$ cat config.mk
export PLATFORM = sky130hd
export DESIGN_NAME = clk_period_meter
export DESIGN_NICKNAME = d
export VERILOG_FILES = /design/src/rtl/clk_period_meter.sv
export SDC_FILE = /design/constraint.sdc
export NUM_CORES = 1
export LEC_CHECK = 0
export BUFFER_PORTS_ARGS = -buffer_cell sky130_fd_sc_hd__buf_4
export CORE_UTILIZATION = 28
export DETAILED_ROUTE_END_ITERATION = 10
export PLACE_DENSITY = 0.43
export SETUP_SLACK_MARGIN = 0.15
export SLEW_MARGIN = 0
export SYNTH_ARGS = -nofsm -noshare
export SYNTH_HDL_FRONTEND = slang
export SYNTH_SLANG_ARGS = --single-unit
$ cat constraint.sdc
create_clock -name clk_i -period 3.4 [get_ports clk_i]
set_clock_uncertainty 0.15 [all_clocks]
set_input_delay 0 -clock clk_i [delete_from_list [all_inputs] [get_ports clk_i]]
set_output_delay 0 -clock clk_i [all_outputs]
set_load 0.05 [all_outputs]
$ cat src/rtl/clk_period_meter.sv
// Measures the period (and, with CLK_PERIOD_METER_DUTY_EN, the high time) of an async input in clk_i cycles.
// Latency: valid_o/period_o/high_o update SYNC_STAGES+1 clk_i edges after the closing sig_i rising edge.
// No backpressure: valid_o is a one-cycle pulse; timeout_o is sticky until the next valid_o.
module clk_period_meter #(
  parameter int CNT_W       = 18,
  parameter int SYNC_STAGES = 2,
  parameter int TIMEOUT     = 200000
) (
  input  logic             clk_i,
  input  logic             rst_i,
  input  logic             sig_i,
  output logic [CNT_W-1:0] period_o,
  output logic [CNT_W-1:0] high_o,
  output logic             valid_o,
  output logic             timeout_o
);

  localparam logic [CNT_W-1:0] TIMEOUT_C = CNT_W'(TIMEOUT);
  localparam logic [CNT_W-1:0] ONE       = CNT_W'(1);

  typedef enum logic {
    IDLE    = 1'b0,
    MEASURE = 1'b1
  } state_t;

  state_t                 state_q;
  state_t                 state_d;
  logic [SYNC_STAGES-1:0] sync_q;
  logic                   sig_s;
  logic                   sig_p;
  logic                   rise;
  logic [CNT_W-1:0]       cnt_q;
  logic                   load;
  logic                   run;
  logic                   capture;
  logic                   expire;

  always_ff @(posedge clk_i or posedge rst_i) begin
    if (rst_i) begin
      sync_q <= '0;
      sig_p  <= 1'b0;
    end else begin
      sync_q <= {sync_q[SYNC_STAGES-2:0], sig_i};
      sig_p  <= sig_s;
    end
  end

  assign sig_s = sync_q[SYNC_STAGES-1];
  assign rise  = sig_s & ~sig_p;

  // A rise accepted in MEASURE outranks the timeout, so a period of exactly TIMEOUT still measures.
  always_comb begin
    state_d = state_q;
    load    = 1'b0;
    run     = 1'b0;
    capture = 1'b0;
    expire  = 1'b0;
    case (state_q)
      IDLE: begin
        if (rise) begin
          load    = 1'b1;
          state_d = MEASURE;
        end
      end
      MEASURE: begin
        if (rise) begin
          load    = 1'b1;
          capture = 1'b1;
        end else if (cnt_q == TIMEOUT_C) begin
          expire  = 1'b1;
          state_d = IDLE;
        end else begin
          run = 1'b1;
        end
      end
      default: state_d = IDLE;
    endcase
  end

  always_ff @(posedge clk_i or posedge rst_i) begin
    if (rst_i) begin
      state_q   <= IDLE;
      cnt_q     <= '0;
      period_o  <= '0;
      valid_o   <= 1'b0;
      timeout_o <= 1'b0;
    end else begin
      state_q <= state_d;
      valid_o <= capture;
      if (load) begin
        cnt_q <= ONE;
      end else if (run) begin
        cnt_q <= cnt_q + ONE;
      end
      if (capture) begin
        period_o  <= cnt_q;
        timeout_o <= 1'b0;
      end else if (expire) begin
        timeout_o <= 1'b1;
      end
    end
  end

`ifdef CLK_PERIOD_METER_DUTY_EN
  logic [CNT_W-1:0] hcnt_q;
  logic [CNT_W-1:0] high_q;

  // hcnt never exceeds cnt, so it shares the no-wrap guarantee of the period counter.
  always_ff @(posedge clk_i or posedge rst_i) begin
    if (rst_i) begin
      hcnt_q <= '0;
      high_q <= '0;
    end else begin
      if (capture) begin
        high_q <= hcnt_q;
      end
      if (load) begin
        hcnt_q <= ONE;
      end else if (run && sig_s) begin
        hcnt_q <= hcnt_q + ONE;
      end
    end
  end

  assign high_o = high_q;
`else
  assign high_o = '0;
`endif

endmodule

==> results of run 1 <==
-- kinds of logic after synthesis --
logic type / count (synthesis)
and+or+nand+nor: 60
DFF: 42
buffers and inverters: 34
AOI/OAI and AO/OA: 27
muxes: 16
xor gates and xnor gates: 5
adders and majority gates: 2
other: 1
-- flip-flops by register name, indices dropped and copies added, names as in the netlist --
| signal | flops |
|---|---|
| cnt_q | 18 |
| timeout_o | 1 |
| period_o | 18 |
| state_q | 1 |
| sig_p | 1 |
| sync_q | 2 |
| valid_o | 1 |
-- layout make-up --
class,instances,area [um^2],share of cell area
Clock buffer,7,86.3,0.0376
Clock inverter,1,5.00,0.00218
Inverter,8,30.0,0.0131
Multi-Input combinational cell,128,798,0.347
Sequential cell,42,1050,0.457
Tap cell,96,120,0.0523
Timing Repair Buffer,27,208,0.0904
-- timing repair --
action | in CTS | in global routing
hold buffers | 2 | 0
buffers inserted | 0 | 0
hold endpoints to repair | 43 | 0
-- layout by cell type, fill, tap and decap left out, drive strengths merged, types with 3 or more instances in the layout --
cell and instances:
mux2i 3, o21ai 14, or3 5, clkbuf 7
nor2 13, or4 3, nand4 7, buf 25
a21oi 8, and3 3, conb 18, and2 3
nand3 3, mux2 13, inv 7, dfrtp 42
xor2 5, nand2 13
-- worst max-delay path, stage by stage (launching register included) --
cell     delay [ns]
dfrtp_1        0.39
nor2b_1        0.13
buf_4          0.19
nand2_1        0.52
buf_4          0.28
mux2_2         0.34
-- report_power, final --
group / internal, mW / switching [mW] / leakage (nW) / total (mW)
clock network: 0.164 / 0.172 / 0.0482 / 0.336
registers: 0.544 / 0.0460 / 0.562 / 0.590
logic: 0.0716 / 0.190 / 0.482 / 0.261
total: 0.780 / 0.408 / 1.09 / 1.19
-- worst paths after layout --
| kind | start | to | slack (ns) | depth (start not counted) |
|---|---|---|---|---|
| max in group asynchronous | rst_i | cnt_q[2]$_DFFE_PP0P_ | 2.47 | 4 |
| setup reg to reg | sync_q[1]$_DFF_PP0_ | period_o[17]$_DFFE_PP0P_ | 1.28 | 5 |
| min in group asynchronous | rst_i | period_o[5]$_DFFE_PP0P_ | 0.25 | 4 |
| setup / recovery | sync_q[1]$_DFF_PP0_ | period_o[17]$_DFFE_PP0P_ | 1.28 | 5 |
| hold reg to reg | sync_q[0]$_DFF_PP0_ | sync_q[1]$_DFF_PP0_ | 0.20 | 0 |
| hold / removal | sig_i | sync_q[0]$_DFF_PP0_ | 0.20 | 2 |
-- layer usage --
layer	global-route usage	up-vias	wire length (um)
li1	-	659	-
met1	0.160	655	1970
met2	0.175	38	1620
met3	0.0295	7	169
met4	0.0455	0	59
met5	0	-	0
-- metrics by stage --
stage | setup WS [ns] | hold WS, ns
floorplan | 1.68 | -0.119
global placement | 1.28 | -0.0402
detailed placement | 1.24 | -0.0391
CTS | 1.22 | 0.189
global route | 1.15 | 0.188
finish | 1.28 | 0.198
==> results.tsv, run 1 <==
stage	metric	value	unit
placement	DPL Wire Length	2630	um
timing	Period Utilization, post-route	0.624	
synthesis	Synth Area per Inst	10.7	um^2
timing	RSZ-0062 raised after global routing	false	
timing	fmax	0.471	GHz
timing	Slew Viols, Final	0	
finish	Finished Cell Area	2300	um^2
die	die width	86.4	um
synthesis	mux contribution to synthesized area	0.0885	
synthesis	simple-gate share of the synthesized area	0.169	
worst_setup_path	Worst Setup End Kind	register	
finish	n_diodes	0	
finish	fraction of layout cells with a size suffix above 1	0.230	
finish	Finished Core Util	0.336	
synthesis	register area share after synthesis	0.527	
die	core area	6830	um^2
timing	post-layout min period	2.12	ns
global_route	global-route wire length before repair	6630	um
pwr	IR drop worst, VDD	191	uV
global_route	via count of the first global-routing pass	1319	
pwr	P per Cell Area	517	nW/um^2
worst_setup_path	crit path DAT	2.15	ns
finish	Layout fillers	723	
cts	cts bufs inserted	5	
synthesis	Post-synth EDFFs	0	
worst_setup_path	startpoint types	register	
die	Die Ht	86.4	um
cts	clock slew at reported path FFs	0.08	ns
die	Site Rows	30	
synthesis	largest family of logic cells by synthesized area	simple AND/OR/NAND/NOR gates	
cts	CTS resizes	0	
synthesis	area share of fa/ha/maj cells after synthesis	0.0126	
finish	Area Overhead vs Synth	15.3	%
worst_setup_path	CP Max Fanout	17	
synthesis	Seq cells post-synth	42	
cts	# clock sinks	42	
detailed_routing	DRT antenna net count	0	
finish	final net count	217	
synthesis	Synth area leader	dfrtp_1	
detailed_routing	WL/cell	12.4	um
timing	Final Hold Viols	0	
die	# IOs	41	
global_route	GRT overflow	0	
finish	post-route insts no fill	309	
worst_setup_path	type of the worst setup path	register to register	
cts	root buf cell	clkbuf_8	
placement	RD Place Congestion	0.685	
die	Die ar.	7460	um^2
detailed_routing	DRC viols	0	
die	Initial Utilization	0.292	
synthesis	Post-Syn Instances	187	
cts	Clock Path Buffers	2	
cts	Clk Latency, worst-skew pair	0.29	ns
detailed_routing	routed wire length	3830	um
status	outcome	completed	
flow_run	max cap viols	0	
synthesis	mapped cell area	1990	um^2
synthesis	ys flop type	dfrtp_1	
detailed_routing	vias per cell	4.40	
placement	Port Buffer Count	22	
cts	CTS tree	yes	
synthesis	most common cell in the netlist	dfrtp_1	
synthesis	post-synth cell types	40	
placement	DP Area	2190	um^2
global_route	global-route usage over all layers	0.116	
synthesis	Post-synth ARST share	1.00	
detailed_routing	Via Count	1359	
detailed_routing	drt first-iter violations	52	
synthesis	synth top area cells	dfrtp_1, buf_4, mux2_2, o21ai_0, nor2_1	
synthesis	Post-synth top cells	dfrtp_1, buf_4, nor2_1, o21ai_0	
synthesis	share of the synthesized area in the top cell type	0.527	
worst_setup_path	Critical Path RT	3.43	ns
min_path	HP Class	input pin to register	
timing	Max transition margin	0.555	
global_route	largest net degree at the start of global routing	43	
synthesis	compound-gate portion of the synthesized area	0.0747	
synthesis	XOR/XNOR Fraction of Synth Area	0.0220	
global_route	initial antenna violation count	0	
pwr	Leakage	1.09	nW
timing	measured slew at the worst slew-check pin	0.665	ns
pwr	Final Power	1.19	mW
detailed_routing	DR pass1 iterations	4	
placement	dpl cells	299	
timing	Setup TNS	0	ns
synthesis	Synth Warn #	0	
timing	final setup vio count	0	
cts	H-tree Lvls	2	
Note: power is estimated with default switching activity, not from simulation.
==> run 2, diff against run 1 <==
PLACE_DENSITY = 0.45   (was 0.43)
clock period = 1.7 ns   (was 3.4 ns; I/O delays follow)
==> run 2 against run 1 <==
Net effect:
- the flow now finishes with violations (negative setup slack)
- total power rose by 120%
- critical path type unchanged
- register-to-register slack worse by 1.4 ns
- final cell count rose by 12%
- worst hold slack worse by 0.030 ns
- largest cell class unchanged
==> results.tsv, run 2 (synthesis results as in run 1) <==
stage	metric	value	unit	change
die	Die ar.	7460	um^2	unchanged
placement	RD Place Congestion	0.744		was 0.685
pwr	Flop pwr share	0.440		was 0.497
die	core area	6830	um^2	unchanged
placement	DPL Wire Length	3030	um	was 2630 um
pwr	Net Sw Frac	0.330		was 0.344
global_route	via count of the first global-routing pass	1458		was 1319
cts	clock slew at reported path FFs	0.08	ns	about the same
cts	cts bufs inserted	5		unchanged
pwr	P_int	1.77	mW	was 0.780 mW
global_route	global-route usage over all layers	0.128		was 0.116
global_route	global-route wire length before repair	7330	um	was 6630 um
pwr	combinational share of power	0.261		was 0.220
global_route	met3 Usage GRT	0.0295		unchanged
pwr	P_sw	0.869	mW	was 0.408 mW
timing	RSZ-0062 raised after global routing	true		was false
worst_setup_path	Worst R2R Path Depth	4		was 5
timing	final setup vio count	4		was 0
detailed_routing	WL/cell	12.7	um	was 12.4 um
global_route	initial antenna violation count	0		unchanged
timing	fmax	0.561	GHz	was 0.471 GHz
flow_run	max cap viols	0		unchanged
timing	Period Utilization, post-route	1.05		was 0.624
timing	post-layout min period	1.78	ns	was 2.12 ns
worst_setup_path	startpoint types	register		unchanged
placement	Port Buffer Count	22		unchanged
pwr	clock share of power	0.298		was 0.283
die	Die Ht	86.4	um	unchanged
finish	Finished Core Util	0.407		was 0.336
worst_setup_path	CP Max Fanout	3		was 17
cts	CTS tree	yes		unchanged
detailed_routing	DRC viols	0		unchanged
global_route	largest net degree at the start of global routing	43		unchanged
cts	H-tree Lvls	2		unchanged
detailed_routing	Via Count	1466		was 1359
cts	Clk Latency, worst-skew pair	0.30	ns	was 0.29 ns
finish	Layout fillers	690		was 723
finish	final net count	255		was 217
worst_setup_path	FF-to-FF Start	cnt_q[11]$_DFFE_PP0P_		was sync_q[1]$_DFF_PP0_
detailed_routing	vias per cell	4.22		was 4.40
die	Initial Utilization	0.292		unchanged
status	violated checks	negative setup slack		
worst_setup_path	Critical Path RT	1.77	ns	was 3.43 ns
cts	Clock Path Buffers	2		unchanged
worst_setup_path	type of the worst setup path	register to register		unchanged
cts	# clock sinks	42		unchanged
worst_setup_path	r2r setup slk	-0.08	ns	was 1.28 ns
status	outcome	complete, but fails checks		was completed
pwr	P per Cell Area	948	nW/um^2	was 517 nW/um^2
timing	Worst Slack Setup Final	-0.0823	ns	was 1.28 ns
finish	most common cell after layout, fill and taps aside	buf_4		was dfrtp_1
global_route	GRT busiest layer	met2		unchanged
finish	Area Overhead vs Synth	39.5	%	was 15.3%
pwr	IR drop worst, VDD	699	uV	was 191 uV
timing	Final Hold Viols	0		unchanged
worst_setup_path	Worst Setup End Kind	register		unchanged
die	Site Rows	30		unchanged
global_route	GRT met1 Usage	0.172		was 0.160
finish	n_diodes	0		unchanged
finish	fraction of layout cells with a size suffix above 1	0.466		was 0.230
detailed_routing	routed wire length	4400	um	was 3830 um
timing	Setup TNS	-0.157	ns	was 0 ns
finish	most frequent cells in the layout	buf_4, dfrtp_1, conb_1		was dfrtp_1, buf_4, conb_1
global_route	met2 Usage GRT	0.209		was 0.175
detailed_routing	drt first-iter violations	67		was 52
min_path	HP Class	input pin to async pin		was input pin to register
detailed_routing	DR pass1 iterations	4		unchanged
global_route	GRT overflow	0		unchanged
pwr	Leakage	1.30	nW	was 1.09 nW
die	# IOs	41		unchanged
worst_setup_path	crit path DAT	1.85	ns	was 2.15 ns
pwr	Final Power	2.64	mW	was 1.19 mW
cts	root buf cell	clkbuf_8		unchanged
detailed_routing	DRT antenna net count	0		unchanged
die	die width	86.4	um	unchanged
finish	Largest regs	cnt_q (18), period_o (18), sync_q (2)		unchanged
worst_setup_path	end of the worst register-to-register path	cnt_q[17]$_DFFE_PP0P_		was period_o[17]$_DFFE_PP0P_
timing	Slew Viols, Final	0		unchanged
## run 2: changes by cell type in the layout (fill, tap and decap cells not counted), moves of 5 or more
cell     before  now
buf_4        25   56
buf_6         0    6
a21oi_2       0    5
a21oi_1       8    3
## run 2: worst max-delay path by stage
| stage | start | end | depth (start not counted) |
|---|---|---|---|
| floorplan | cnt_q[10]$_DFFE_PP0P_ | cnt_q[17]$_DFFE_PP0P_ | 4 |
| finish | cnt_q[11]$_DFFE_PP0P_ | cnt_q[17]$_DFFE_PP0P_ | 4 |
| detailed placement | cnt_q[4]$_DFFE_PP0P_ | cnt_q[1]$_DFFE_PP0P_ | 5 |
| global placement | cnt_q[4]$_DFFE_PP0P_ | cnt_q[4]$_DFFE_PP0P_ | 5 |
| global route | cnt_q[11]$_DFFE_PP0P_ | cnt_q[17]$_DFFE_PP0P_ | 4 |
| CTS | cnt_q[7]$_DFFE_PP0P_ | cnt_q[17]$_DFFE_PP0P_ | 4 |
## run 2: what timing repair did
action	4_1_cts	5_1_grt
pin swaps	10	11
endpoints found under the hold margin	43	0
endpoints found under the setup margin	17	18
hold buffers	2	0
gates resized for setup	12	24
setup buffers	4	7
## run 2: layer usage
metal  vias up  share of wire
met4         0          0.014
li1        731              -
met1       696           0.49
met2        33           0.47
met3         6          0.034
met5         -              0
## run 2: per-stage QoR
stage | worst slack (ns) | hold WS (ns) | std cells | cell area (um^2)
2_1_floorplan | 0.00118 | -0.119 | 204 | 2090
3_3_place_gp | -0.0290 | -0.0564 | 326 | 2430
3_5_place_dp | -0.0954 | -0.0530 | 326 | 2430
4_1_cts | -0.0684 | 0.179 | 340 | 2640
5_1_grt | -0.135 | 0.191 | 347 | 2780
6_report | -0.0823 | 0.169 | 347 | 2780
## run 2: final cells by class
type / instances / area [um^2] / share of cell area
Sequential cell: 42 / 1050 / 0.378
Multi-Input combinational cell: 128 / 942 / 0.339
Timing Repair Buffer: 65 / 528 / 0.190
Tap cell: 96 / 120 / 0.0432
Clock buffer: 5 / 68.8 / 0.0247
Clock inverter: 3 / 40.0 / 0.0144
Inverter: 8 / 30.0 / 0.0108
## run 2: critical path, stage by stage, from the launching register on
cell and delay [ns]:
dfrtp_1 0.37, nand2_2 0.09, or4_4 0.53, or4_4 0.43, a21oi_2 0.13
## run 2: power by group through the flow
stage                     logic, mW  clock network (mW)  registers (mW)
after floorplan               0.328                   0            1.32
after global placement        0.620                   0            1.18
after detailed placement      0.622                   0            1.18
after CTS                     0.656               0.817            1.16
after global routing          0.745               0.846            1.18
final                         0.689               0.787            1.16
==> run 3, diff against run 2 <==
ABC_AREA = 0   (was unset)
CORE_ASPECT_RATIO = 1.4   (was unset)
PLACE_DENSITY = 0.43   (was 0.45)
clock period = 1.9 ns   (was 1.7 ns; I/O delays follow)
==> run 3 against run 2 <==
Net effect:
- the flow finishes with violations (design-rule violations)
- sequential share of layout area grew 3.6 points
- register-to-register slack improved by 0.22 ns
- cell area is 8.5% lower
- flip-flop and latch count did not move
- clock-buffer cell count increased by 2
- clock power is 24% lower
- critical path depth did not move
- first-iteration DRC count fell by 52%
- largest power group unchanged
- sequential power decreased by 11%
- core utilization fell by 4.0 points
==> results.tsv, run 3 (synthesis results as in run 1) <==
stage	metric	value	unit	change
status	outcome	complete, but fails checks		unchanged
status	violated checks	design-rule violations		was negative setup slack
detailed_routing	drt first-iter violations	32		was 67
worst_setup_path	crit path DAT	1.83	ns	was 1.85 ns
pwr	P per Cell Area	859	nW/um^2	was 948 nW/um^2
worst_setup_path	Critical Path RT	1.97	ns	was 1.77 ns
placement	RD Place Congestion	0.856		was 0.744
finish	Area Overhead vs Synth	27.6	%	was 39.5%
finish	Finished Core Util	0.367		was 0.407
placement	DPL Wire Length	2950	um	was 3030 um
worst_setup_path	CP Max Fanout	4		was 3
detailed_routing	routed wire length	4210	um	was 4400 um
timing	Period Utilization, post-route	0.927		was 1.05
worst_setup_path	type of the worst setup path	register to register		unchanged
finish	Reg area	1050	um^2	about the same
timing	final setup vio count	0		was 4
die	Initial Utilization	0.287		was 0.292
global_route	global-route wire length before repair	7070	um	was 7330 um
global_route	via count of the first global-routing pass	1400		was 1458
die	Die ar.	7460	um^2	about the same
detailed_routing	WL/cell	12.7	um	about the same
timing	Setup TNS	0	ns	was -0.157 ns
pwr	IR drop worst, VDD	318	uV	was 699 uV
detailed_routing	DRT antenna net count	0		unchanged
worst_setup_path	Critical Path Sink	cnt_q[17]$_DFFE_PP0P_		unchanged
worst_setup_path	r2r setup slk	0.14	ns	was -0.08 ns
detailed_routing	DRC viols	1		was 0
finish	n_diodes	0		unchanged
cts	root buf cell	clkbuf_8		unchanged
timing	Final Hold Viols	0		unchanged
pwr	Final Power	2.19	mW	was 2.64 mW
cts	clock slew at reported path FFs	0.08	ns	about the same
finish	most frequent cells in the layout	buf_4, dfrtp_1, conb_1		unchanged
detailed_routing	vias per cell	4.40		was 4.22
die	Die Ht	102	um	was 86.4 um
detailed_routing	DR pass1 iterations	7		was 4
die	core area	6940	um^2	was 6830 um^2
timing	fmax	0.568	GHz	was 0.561 GHz
flow_run	max cap viols	0		unchanged
cts	cts bufs inserted	5		unchanged
worst_setup_path	startpoint types	register		unchanged
die	die width	73.3	um	was 86.4 um
die	Site Rows	36		was 30
cts	Clock Path Buffers	2		unchanged
global_route	initial antenna violation count	0		unchanged
finish	area of the multi-input gates	865	um^2	was 942 um^2
pwr	Leakage	1.20	nW	was 1.30 nW
finish	final net count	240		was 255
timing	post-layout min period	1.76	ns	was 1.78 ns
finish	Largest regs	cnt_q (18), period_o (18), sync_q (2)		unchanged
global_route	global-route usage over all layers	0.129		was 0.128
global_route	largest net degree at the start of global routing	30		was 43
worst_setup_path	end of the worst register-to-register path	cnt_q[17]$_DFFE_PP0P_		unchanged
worst_setup_path	Worst R2R Path Depth	4		unchanged
worst_setup_path	Worst Setup End Kind	register		unchanged
worst_setup_path	FF-to-FF Start	cnt_q[15]$_DFFE_PP0P_		was cnt_q[11]$_DFFE_PP0P_
placement	Port Buffer Count	22		unchanged
die	# IOs	41		unchanged
cts	Clk Latency, worst-skew pair	0.30	ns	about the same
cts	# clock sinks	42		unchanged
finish	Layout fillers	752		was 690
finish	most common cell after layout, fill and taps aside	buf_4		unchanged
cts	H-tree Lvls	2		unchanged
global_route	GRT overflow	0		unchanged
min_path	HP Class	input pin to async pin		unchanged
timing	Slew Viols, Final	0		unchanged
detailed_routing	Via Count	1457		was 1466
worst_setup_path	Crit. Startpoint	cnt_q[15]$_DFFE_PP0P_		was cnt_q[11]$_DFFE_PP0P_
timing	RSZ-0062 raised after global routing	true		unchanged
cts	CTS tree	yes		unchanged
finish	fraction of layout cells with a size suffix above 1	0.369		was 0.466
## run 3: layout make-up
| cell class | instances | area share |
|---|---|---|
| clock buffers | 7 | 0.0339 |
| clock inverters | 1 | 0.00197 |
| inverters | 8 | 0.0118 |
| multi-input cells | 128 | 0.340 |
| flip-flops and latches | 42 | 0.415 |
| well taps | 95 | 0.0467 |
| repair buffers | 50 | 0.151 |
## run 3: where the power goes
group          switching [mW]  leakage (nW)  internal (mW)  total [mW]
sequential             0.0570         0.557          0.970        1.03
clock                   0.305        0.0482          0.293       0.598
combinational           0.373         0.597          0.188       0.561
total                   0.735          1.20           1.45        2.19
## run 3: per-stage QoR
stage / instance area, um^2 / hold slack [ns] / setup WS (ns) / instances
after CTS: 2450 / 0.178 / 0.120 / 326
after detailed placement: 2300 / -0.0446 / 0.108 / 313
after global placement: 2300 / -0.0490 / 0.101 / 313
after floorplan: 2060 / -0.119 / 0.184 / 204
after global routing: 2540 / 0.197 / 0.0754 / 331
final: 2540 / 0.181 / 0.138 / 331
## run 3: worst max-delay path: stages, from the launching register on
cell and delay, ns:
dfrtp_1 0.39, inv_1 0.07, or4_4 0.53, or4_4 0.43
a21oi_2 0.12
## run 3: what timing repair did
item | 4_1_cts | 5_1_grt
endpoints found under the setup margin | 7 | 14
hold buffers | 2 | 0
hold endpoints to repair | 29 | 0
gates resized for setup | 3 | 16
pin swaps | 0 | 6
buffers inserted | 3 | 5
## run 3: how the worst min path moves through the flow
stage                                    end  slack, ns  cells after the start
floorplan                sync_q[0]$_DFF_PP0_      -0.12                      0
global placement    period_o[14]$_DFFE_PP0P_      -0.05                      3
detailed placement  period_o[14]$_DFFE_PP0P_      -0.04                      3
CTS                 period_o[14]$_DFFE_PP0P_       0.18                      4
global route             sync_q[0]$_DFF_PP0_       0.20                      2
finish              period_o[14]$_DFFE_PP0P_       0.18                      4
## run 3: per-layer routing
layer / GRT usage / routed length [um] / up-vias
met5: 0 / 0 / -
met4: 0.0621 / 61 / 0
met1: 0.154 / 1820 / 725
met2: 0.220 / 2210 / 27
met3: 0.0266 / 121 / 4
li1: - / - / 701
